===== config.mk =====
export PLATFORM = sky130hd
export DESIGN_NAME = instruction_loader
export DESIGN_NICKNAME = d
export VERILOG_FILES = /design/src/rtl/instruction_loader.sv
export SDC_FILE = /design/constraint.sdc
export NUM_CORES = 1
export LEC_CHECK = 0
export CAP_MARGIN = 15
export CELL_PAD_IN_SITES_DETAIL_PLACEMENT = 1
export CELL_PAD_IN_SITES_GLOBAL_PLACEMENT = 2
export CORE_MARGIN = 2
export CORE_UTILIZATION = 35
export DETAILED_ROUTE_END_ITERATION = 16
export PLACE_DENSITY_LB_ADDON = 0.1
export REMOVE_ABC_BUFFERS = 1
export SKIP_LAST_GASP = 1
export SYNTH_ARGS = -nofsm -noshare
export SYNTH_HDL_FRONTEND = slang
export SYNTH_SLANG_ARGS = --single-unit

===== constraint.sdc =====
create_clock -name Clk -period 3.7 [get_ports Clk]
set_input_delay 0.37 -clock Clk [delete_from_list [all_inputs] [get_ports Clk]]
set_output_delay 0.37 -clock Clk [all_outputs]
set_load 0.01 [all_outputs]

===== src/rtl/instruction_loader.sv =====
// instruction_loader: assembles an MSB-first byte stream into 32-bit words
// and writes them to consecutive instruction-memory addresses from 0. The
// MIPS core is held in reset for the whole session so it never fetches a
// partially written program.
module instruction_loader #(
    parameter int DEPTH  = 32,
    parameter int ADDR_W = 5
) (
    input  logic              Clk,
    input  logic              Reset_n,
    input  logic              Start,
    input  logic [ADDR_W:0]   WordCount,
    input  logic              Abort,
    input  logic [7:0]        ByteIn,
    input  logic              ByteValid,
    output logic              ByteReady,
    output logic              WrEn,
    output logic [ADDR_W-1:0] WrAddr,
    output logic [31:0]       WrData,
    output logic              Busy,
    output logic              CpuHold,
    output logic              Done
);

    typedef enum logic [1:0] {
        IDLE  = 2'd0,
        RECV  = 2'd1,
        WRITE = 2'd2,
        DONE  = 2'd3
    } state_t;

    localparam logic [ADDR_W:0] DEPTH_W = (ADDR_W + 1)'(DEPTH);
    localparam logic [ADDR_W:0] ONE_W   = (ADDR_W + 1)'(1);

    state_t              state, next_state;
    logic [ADDR_W:0]     target;
    logic [ADDR_W-1:0]   word_cnt;
    logic [1:0]          byte_cnt;
    logic [31:0]         shift;
    logic [31:0]         wr_data_q;
    logic [ADDR_W-1:0]   wr_addr_q;

    logic                start_ok;
    logic                accept;
    logic                last_word;
    logic [ADDR_W:0]     target_clamped;
    logic [31:0]         shift_next;

    assign start_ok       = Start && (WordCount != '0);
    assign accept         = (state == RECV) && ByteValid;
    assign last_word      = ({1'b0, word_cnt} == (target - ONE_W));
    assign target_clamped = (WordCount > DEPTH_W) ? DEPTH_W : WordCount;
    assign shift_next     = {shift[23:0], ByteIn};

    // State register.
    // NOTE: sequential state uses non-blocking assignments so every flop
    // samples pre-edge values regardless of statement order.
    always_ff @(posedge Clk or negedge Reset_n) begin
        if (!Reset_n) begin
            state <= IDLE;
        end else begin
            state <= next_state;
        end
    end

    // Next-state decode; Abort wins in every non-IDLE state.
    // NOTE: next_state gets a default before the case so no latch is inferred.
    always_comb begin
        next_state = state;
        case (state)
            IDLE: begin
                if (start_ok) next_state = RECV;
            end
            RECV: begin
                if (Abort)                          next_state = IDLE;
                else if (accept && byte_cnt == 2'd3) next_state = WRITE;
            end
            WRITE: begin
                if (Abort)          next_state = IDLE;
                else if (last_word) next_state = DONE;
                else                next_state = RECV;
            end
            DONE: begin
                next_state = IDLE;
            end
            default: begin
                next_state = IDLE;
            end
        endcase
    end

    // Session datapath: target latch, byte/word counters, shift register and
    // the held write address/data that are presented while in WRITE.
    always_ff @(posedge Clk or negedge Reset_n) begin
        if (!Reset_n) begin
            target    <= '0;
            word_cnt  <= '0;
            byte_cnt  <= '0;
            shift     <= '0;
            wr_data_q <= '0;
            wr_addr_q <= '0;
        end else begin
            case (state)
                IDLE: begin
                    if (start_ok) begin
                        target   <= target_clamped;
                        word_cnt <= '0;
                        byte_cnt <= '0;
                    end
                end
                RECV: begin
                    if (accept) begin
                        shift    <= shift_next;
                        byte_cnt <= byte_cnt + 2'd1;
                    end
                    // Capture the finished word only when it will be written.
                    if (next_state == WRITE) begin
                        wr_data_q <= shift_next;
                        wr_addr_q <= word_cnt;
                    end
                end
                WRITE: begin
                    if (!Abort && !last_word) begin
                        word_cnt <= word_cnt + 1'b1;
                    end
                end
                default: begin
                end
            endcase
        end
    end

    // Moore outputs decoded from the registered state.
    assign ByteReady = (state == RECV);
    assign WrEn      = (state == WRITE);
    assign Busy      = (state == RECV) || (state == WRITE);
    assign CpuHold   = Busy;
    assign Done      = (state == DONE);
    assign WrAddr    = wr_addr_q;
    assign WrData    = wr_data_q;

endmodule


==> results of run 1 <==
## power by group
part	internal, W	switching [W]
combinational	0.000370	0.000286
clock	0.000312	0.000314
sequential	0.00103	0.000144
## registers in the layout, summed over array words and instances, names as in the netlist
register and flops:
state 2, WrData 32, target 6, word_cnt 5
shift 24, byte_cnt 2, WrAddr 5
## per-stage QoR
stage | total power, W | setup WS (ns) | util
2_1_floorplan | 0.00160 | 0.623 | -
3_3_place_gp | 0.00184 | 0.857 | 0.435
3_5_place_dp | 0.00187 | 0.774 | 0.435
4_1_cts | 0.00250 | 1.04 | 0.455
5_1_grt | 0.00264 | 0.853 | 0.455
6_report | 0.00246 | 1.07 | 0.455
## cell type report
cell class / count / area (um^2)
inverters: 7 / 26.3
well taps: 111 / 139
flip-flops and latches: 76 / 1900
clock inverters: 5 / 61.3
multi-input cells: 154 / 1310
fillers: 985 / 5010
repair buffers: 62 / 626
clock buffers: 10 / 128
## logic make-up after synthesis
| group | count (synthesis) | synth area share |
|---|---|---|
| mux | 67 | 0.228 |
| buf+inv | 15 | 0.0251 |
| xor+xnor | 5 | 0.0133 |
| fa+ha+maj | 7 | 0.0266 |
| simple gates | 52 | 0.0837 |
| flops | 76 | 0.578 |
| compound gates | 23 | 0.0453 |
## how the worst min path moves through the flow
stage                                from                      to  cells after the start
floorplan                         Reset_n   WrAddr[0]$_DFFE_PN0P_                      0
global placement    WrData[4]$_DFFE_PN0P_   WrData[4]$_DFFE_PN0P_                      1
detailed placement  shift[23]$_DFFE_PN0P_  WrData[31]$_DFFE_PN0P_                      1
CTS                               Reset_n   target[5]$_DFFE_PN0P_                      1
global route                      Reset_n   target[5]$_DFFE_PN0P_                      1
finish                            Reset_n   target[5]$_DFFE_PN0P_                      1
## per-layer routing
metal | wire, um | vias up
met1 | 3120 | 1048
met4 | 132 | 0
li1 | - | 987
met2 | 2930 | 43
met3 | 284 | 10
met5 | 0 | -
## synthesized netlist by cell type, types with 2 or more instances
| library cell | n | share of area |
|---|---|---|
| sky130_fd_sc_hd__buf_6 | 3 | 0.010 |
| sky130_fd_sc_hd__inv_1 | 7 | 0.0080 |
| sky130_fd_sc_hd__nand3_1 | 5 | 0.0076 |
| sky130_fd_sc_hd__a31oi_1 | 3 | 0.0057 |
| sky130_fd_sc_hd__xor2_1 | 2 | 0.0053 |
| sky130_fd_sc_hd__nor3_1 | 3 | 0.0046 |
| sky130_fd_sc_hd__ha_1 | 7 | 0.027 |
| sky130_fd_sc_hd__o21ai_0 | 11 | 0.017 |
| sky130_fd_sc_hd__clkbuf_1 | 3 | 0.0034 |
| sky130_fd_sc_hd__xnor2_1 | 3 | 0.0080 |
| sky130_fd_sc_hd__nor2b_1 | 3 | 0.0057 |
| sky130_fd_sc_hd__a21oi_1 | 3 | 0.0046 |
| sky130_fd_sc_hd__dfrtp_1 | 76 | 0.58 |
| sky130_fd_sc_hd__mux2_2 | 62 | 0.21 |
| sky130_fd_sc_hd__nand2b_1 | 8 | 0.015 |
| sky130_fd_sc_hd__nand2_1 | 17 | 0.019 |
| sky130_fd_sc_hd__and3_1 | 2 | 0.0038 |
| sky130_fd_sc_hd__nor2_1 | 7 | 0.0080 |
| sky130_fd_sc_hd__mux2i_1 | 4 | 0.012 |
==> impl_table.tex, run 1 <==
\begin{tabular}{lr}
\hline
Metric & Value \\
\hline
\multicolumn{2}{l}{\textbf{Routing}} \\
Total Routed Length & 6.46 mm \\
DRC violation count after routing & 0 \\
1st-pass router iterations & 4 \\
Vias per inst & 4.91 \\
Number of violations reported at the end of detailed-routing iteration 0 & 60 \\
Number of nets with antenna violations after routing & 0 \\
Total via count after detailed routing & 2088 \\
Wire per inst & 15.2 um \\
\multicolumn{2}{l}{\textbf{Critical path}} \\
Worst reg2reg setup slack & 1.07 ns \\
Setup Crit Path Kind & reg2reg \\
CP Depth & 7 \\
Data required time at the worst endpoint & 3.93 ns \\
Critical path buffers and inverters & 1 \\
Startpoint of the worst-slack reg-to-reg timing path & target[0]\$\_DFFE\_PN0P\_ \\
Timing startpoint of the critical path & target[0]\$\_DFFE\_PN0P\_ \\
Reg-to-reg endpoint & WrData[5]\$\_DFFE\_PN0P\_ \\
Data arrival time of the worst path & 2.86 ns \\
Slowest stage cell, crit path & sky130\_fd\_sc\_hd\_\_or4\_4 \\
Stage delay of the slowest cell on the critical path & 0.53 ns \\
Cell-by-cell listing of the critical path & or4\_4, o21ai\_0, nor4b\_2, nand3\_2, a211oi\_4, buf\_12, mux2\_2 \\
Critical path peak fanout & 37 \\
Worst setup endpoint & WrData[5]\$\_DFFE\_PN0P\_ \\
Worst reg-to-reg path cell count & 7 \\
Crit path max-delay family & simple AND/OR/NAND/NOR gates \\
Sort of element at the start of the critical path & register \\
Crit end category & register \\
\multicolumn{2}{l}{\textbf{Floorplan}} \\
Starting Density & 0.358 \\
Die boundary height & 101 um \\
Die area & 10200 um\^{}2 \\
Cell Rows & 35 \\
Count of pins on the block boundary & 61 \\
Core region area & 9200 um\^{}2 \\
Horizontal die dimension & 101 um \\
\multicolumn{2}{l}{\textbf{Run}} \\
Number of maximum-capacitance violations & 0 \\
\multicolumn{2}{l}{\textbf{Final layout}} \\
Area of all placed cells without fillers & 4190 um\^{}2 \\
Net count reported at finish & 336 \\
Fraction of final layout cells sized beyond drive strength 1 & 0.268 \\
Number of standard cells in the final layout excluding fillers & 425 \\
Leading cell type in the layout, fill and taps excluded & sky130\_fd\_sc\_hd\_\_dfrtp\_1 \\
Commonest non-fill, non-tap cells in the layout & 76 x sky130\_fd\_sc\_hd\_\_dfrtp\_1, 62 x sky130\_fd\_sc\_hd\_\_mux2\_2, 59 x sky130\_fd\_sc\_hd\_\_clkdlybuf4s50\_1 \\
Area grow syn2layout & 27.3\% \\
Ant. Diodes & 0 \\
\multicolumn{2}{l}{\textbf{Synthesis}} \\
Synthesized area per cell & 13.4 um\^{}2 \\
Sequential-to-total area share from yosys stat & 0.578 \\
Distinct cell type count after synthesis & 35 \\
Main synth FF type & sky130\_fd\_sc\_hd\_\_dfrtp\_1 \\
Post-synth EDFFs & 0 \\
Warnings, synthesis & 0 \\
Number of storage elements in the synthesis netlist & 76 \\
Netlist Area Pre-Place & 3290 um\^{}2 \\
Share of async-settable or async-resettable flops after synthesis & 1.00 \\
Syn Inst Count & 245 \\
\multicolumn{2}{l}{\textbf{Placed design}} \\
Cell count after placement & 410 \\
Detailed Place HPWL & 4.33 mm \\
Final GP Congestion & 0.701 \\
Count of buffers from port buffering & 60 \\
Standard cell area after detailed placement & 4000 um\^{}2 \\
\multicolumn{2}{l}{\textbf{Global route}} \\
GRT met3 Usage & 0.0381 \\
Global route total overflow & 0 \\
GRT Resource Usage Total & 0.142 \\
Vias in the first global route & 2285 \\
Largest net degree at the start of global routing & 77 \\
Met1 Use GR & 0.195 \\
Initial antenna violation count & 0 \\
Global-route wire length before repair & 11.2 mm \\
Highest-utilization routing layer at the global route stage & met2 \\
Global Route met2 Usage & 0.211 \\
\multicolumn{2}{l}{\textbf{CTS}} \\
Clock tree buffer depth & 2 \\
Count of clock tree sinks & 76 \\
TritonCTS clock tree & built \\
Clk Latency, worst-skew pair & 0.35 ns \\
Number of clock buffers inserted by TritonCTS & 9 \\
\# resized after CTS & 0 \\
Hold buffer count at CTS & 0 \\
Root Buffer & sky130\_fd\_sc\_hd\_\_clkbuf\_8 \\
Buffers inserted during post-CTS setup optimization & 0 \\
Clock slew at the register clock pins of the worst setup and hold paths & 0.08 ns \\
Count of H-tree levels built during CTS & 3 \\
\multicolumn{2}{l}{\textbf{Timing}} \\
Final count of negative-setup-slack endpoints & 0 \\
Slew Viols, Final & 0 \\
Final Hold Fails & 0 \\
Part of the cycle the worst path needs & 0.711 \\
Period minus WS final & 2.63 ns \\
RSZ-0062 raised after global routing & false \\
Worst hold slack across all endpoints & 0.142 ns \\
Pin slew with the least headroom to its limit & 1.05 ns \\
Final Skew & 0.0149 ns \\
Max transition margin & 0.295 \\
Setup TNS & 0 ns \\
Fmax achieved & 380 MHz \\
\multicolumn{2}{l}{\textbf{Outcome}} \\
Result of the run & complete, no violations \\
\multicolumn{2}{l}{\textbf{Pwr}} \\
Worst voltage drop across the vdd grid & 208 uV \\
Pwr/cell area & 587 nW/um\^{}2 \\
Static Leakage & 1.93 nW \\
\multicolumn{2}{l}{\textbf{Worst hold path}} \\
Type of the tightest min-delay check & in2async \\
\hline
\end{tabular}
Note: power is estimated with default switching activity, not from simulation.
==> run 2, diff against run 1 <==
==> constraint.sdc (replaced) <==
create_clock -name Clk -period 2.7 [get_ports Clk]
set_input_delay 0.27 -clock Clk [delete_from_list [all_inputs] [get_ports Clk]]
set_output_delay 0.27 -clock Clk [all_outputs]
set_load 0.01 [all_outputs]
==> run 2 against run 1 <==
Net effect: highest routed layer unchanged; critical path depth increased by 1; die area unchanged; total power increased by 43%; combinational power increased by 46%.
==> impl_table.tex, run 2 (synthesis results as in run 1) <==
\begin{tabular}{lr}
\hline
Metric & Value \\
\hline
\multicolumn{2}{l}{\textbf{Timing}} \\
Setup TNS & 0 ns \\
Final count of negative-setup-slack endpoints & 0 \\
Slew Viols, Final & 0 \\
Part of the cycle the worst path needs & 0.953 \\
Max transition margin & 0.338 \\
Final Skew & 0.0109 ns \\
Period minus WS final & 2.57 ns \\
Pin slew with the least headroom to its limit & 0.993 ns \\
Final Hold Fails & 0 \\
Worst Slack Setup Final & 0.127 ns \\
Fmax achieved & 389 MHz \\
RSZ-0062 raised after global routing & true \\
\multicolumn{2}{l}{\textbf{CTS}} \\
Root Buffer & sky130\_fd\_sc\_hd\_\_clkbuf\_8 \\
TritonCTS clock tree & built \\
Number of clock buffers inserted by TritonCTS & 9 \\
Clk Latency, worst-skew pair & 0.34 ns \\
Clock tree buffer depth & 2 \\
Count of clock tree sinks & 76 \\
Count of H-tree levels built during CTS & 3 \\
Clock slew at the register clock pins of the worst setup and hold paths & 0.08 ns \\
\multicolumn{2}{l}{\textbf{Critical path}} \\
Reg-to-reg endpoint & WrData[25]\$\_DFFE\_PN0P\_ \\
Data arrival time of the worst path & 2.80 ns \\
Crit end category & register \\
Timing startpoint of the critical path & target[1]\$\_DFFE\_PN0P\_ \\
Worst reg2reg setup slack & 0.13 ns \\
Stage delay of the slowest cell on the critical path & 0.55 ns \\
Slowest stage cell, crit path & sky130\_fd\_sc\_hd\_\_or4\_4 \\
Startpoint of the worst-slack reg-to-reg timing path & target[1]\$\_DFFE\_PN0P\_ \\
Setup Crit Path Kind & reg2reg \\
Critical path peak fanout & 18 \\
Worst setup endpoint & WrData[25]\$\_DFFE\_PN0P\_ \\
Data required time at the worst endpoint & 2.92 ns \\
Cell-by-cell listing of the critical path & or4\_4, o21ai\_1, nor4b\_4, nand3\_2, a211oi\_4, buf\_4, buf\_16, mux2\_2 \\
Sort of element at the start of the critical path & register \\
Worst reg-to-reg path cell count & 8 \\
\multicolumn{2}{l}{\textbf{Floorplan}} \\
Cell Rows & 35 \\
Horizontal die dimension & 101 um \\
Die area & 10200 um\^{}2 \\
Core region area & 9200 um\^{}2 \\
Starting Density & 0.358 \\
Count of pins on the block boundary & 61 \\
Die boundary height & 101 um \\
\multicolumn{2}{l}{\textbf{Routing}} \\
Wire per inst & 16.4 um \\
1st-pass router iterations & 5 \\
DRC violation count after routing & 0 \\
Total via count after detailed routing & 2185 \\
Number of nets with antenna violations after routing & 0 \\
Vias per inst & 4.97 \\
Number of violations reported at the end of detailed-routing iteration 0 & 88 \\
Total Routed Length & 7.22 mm \\
\multicolumn{2}{l}{\textbf{Final layout}} \\
Number of fill cells & 951 \\
Ant. Diodes & 0 \\
Net count reported at finish & 351 \\
Leading cell type in the layout, fill and taps excluded & sky130\_fd\_sc\_hd\_\_dfrtp\_1 \\
Commonest non-fill, non-tap cells in the layout & 75 x sky130\_fd\_sc\_hd\_\_dfrtp\_1, 62 x sky130\_fd\_sc\_hd\_\_mux2\_2, 59 x sky130\_fd\_sc\_hd\_\_clkdlybuf4s50\_1 \\
Number of flip-flops in the largest register & 32 \\
Area grow syn2layout & 32.9\% \\
Number of standard cells in the final layout excluding fillers & 440 \\
Fraction of final layout cells sized beyond drive strength 1 & 0.304 \\
\multicolumn{2}{l}{\textbf{Placed design}} \\
Cell count after placement & 418 \\
Count of buffers from port buffering & 60 \\
Detailed Place HPWL & 4.52 mm \\
Final GP Congestion & 0.719 \\
Worst setup slack after placement & -0.0750 ns \\
\multicolumn{2}{l}{\textbf{Pwr}} \\
Static Leakage & 2.03 nW \\
Combinational cell fraction of total power & 0.272 \\
Cell internal pwr & 0.00249 W \\
Pwr/cell area & 806 nW/um\^{}2 \\
Clock share of power & 0.273 \\
Net switching share of the total power & 0.292 \\
Worst voltage drop across the vdd grid & 334 uV \\
Psw & 0.00103 W \\
Sum of internal, switching and leakage power & 0.00352 W \\
Seq pwr share & 0.455 \\
\multicolumn{2}{l}{\textbf{Worst hold path}} \\
Type of the tightest min-delay check & in2async \\
\multicolumn{2}{l}{\textbf{Outcome}} \\
Result of the run & complete, no violations \\
\multicolumn{2}{l}{\textbf{Global route}} \\
Initial antenna violation count & 0 \\
Vias in the first global route & 2358 \\
Global route total overflow & 0 \\
Largest net degree at the start of global routing & 77 \\
Global-route wire length before repair & 11.9 mm \\
GRT Resource Usage Total & 0.152 \\
\multicolumn{2}{l}{\textbf{Run}} \\
Number of maximum-capacitance violations & 0 \\
\hline
\end{tabular}
## run 2: cell types whose count changed in the layout (fill, tap and decap cells not counted)
cell	previous run	this run
sky130_fd_sc_hd__dfrtp_2	0	1
sky130_fd_sc_hd__clkbuf_8	9	10
sky130_fd_sc_hd__o21ai_0	11	10
sky130_fd_sc_hd__nor4b_2	1	0
sky130_fd_sc_hd__o21ai_1	0	1
sky130_fd_sc_hd__bufinv_16	1	2
sky130_fd_sc_hd__inv_6	1	0
sky130_fd_sc_hd__buf_4	2	15
sky130_fd_sc_hd__buf_16	0	1
sky130_fd_sc_hd__clkinv_4	2	1
sky130_fd_sc_hd__nor4b_4	0	1
sky130_fd_sc_hd__dfrtp_1	76	75
sky130_fd_sc_hd__clkbuf_16	0	1
## run 2: per-stage QoR
step | hold WS (ns) | utilization | cell area, um^2
6_report | 0.0548 | 0.476 | 4370
5_1_grt | 0.131 | 0.476 | 4370
3_3_place_gp | 0.475 | 0.441 | 4060
3_5_place_dp | 0.479 | 0.441 | 4060
2_1_floorplan | -0.0256 | - | 3230
4_1_cts | 0.108 | 0.472 | 4340
## run 2: what timing repair did
action,CTS,global route
hold buffers,0,0
pin swaps,2,2
buffers inserted,3,2
resized for setup,3,1
endpoints found under the setup margin,1,37
gates cloned,1,1
## run 2: worst min-delay path by stage
stage                          start               endpoint  slack (ns)  cells past startpoint
2_1_floorplan                Reset_n  WrAddr[0]$_DFFE_PN0P_       -0.03                      0
3_3_place_gp   WrData[4]$_DFFE_PN0P_  WrData[4]$_DFFE_PN0P_        0.48                      1
3_5_place_dp   WrData[4]$_DFFE_PN0P_  WrData[4]$_DFFE_PN0P_        0.48                      1
4_1_cts                      Reset_n  target[1]$_DFFE_PN0P_        0.11                      1
5_1_grt                      Reset_n  target[1]$_DFFE_PN0P_        0.13                      1
6_report                     Reset_n  target[1]$_DFFE_PN0P_        0.05                      1
## run 2: power by group through the flow
stage | Combinational (W) | Sequential [W] | Clock [W]
detailed placement | 0.000949 | 0.00163 | 0
global route | 0.00107 | 0.00165 | 0.00105
CTS | 0.000980 | 0.00161 | 0.00100
finish | 0.000958 | 0.00160 | 0.000962
floorplan | 0.000608 | 0.00159 | 0
global placement | 0.000926 | 0.00162 | 0
## run 2: area by class of cell
type,instances,area (um^2),area share
flip-flops and latches,76,1900,0.435
multi-input cells,154,1310,0.300
clock buffers,11,141,0.0323
well taps,111,139,0.0318
clock inverters,4,73.8,0.0169
repair buffers,77,776,0.177
inverters,7,26.3,0.00601
## run 2: layer usage
metal	GRT usage	part of all wire	vias up
met3	0.0479	0.047	2
li1	-	-	1022
met4	0.0624	0.0055	0
met1	0.197	0.47	1116
met5	0	0	-
met2	0.237	0.47	45
## run 2: worst max-delay path: cells and delay by family (launching register included)
| kind | cells | cell delay [ns] |
|---|---|---|
| AOI/OAI and AO/OA | 2 | 0.40 |
| buffers and inverters | 2 | 0.35 |
| DFF | 1 | 0.42 |
| muxes | 1 | 0.34 |
| and+or+nand+nor | 3 | 0.94 |
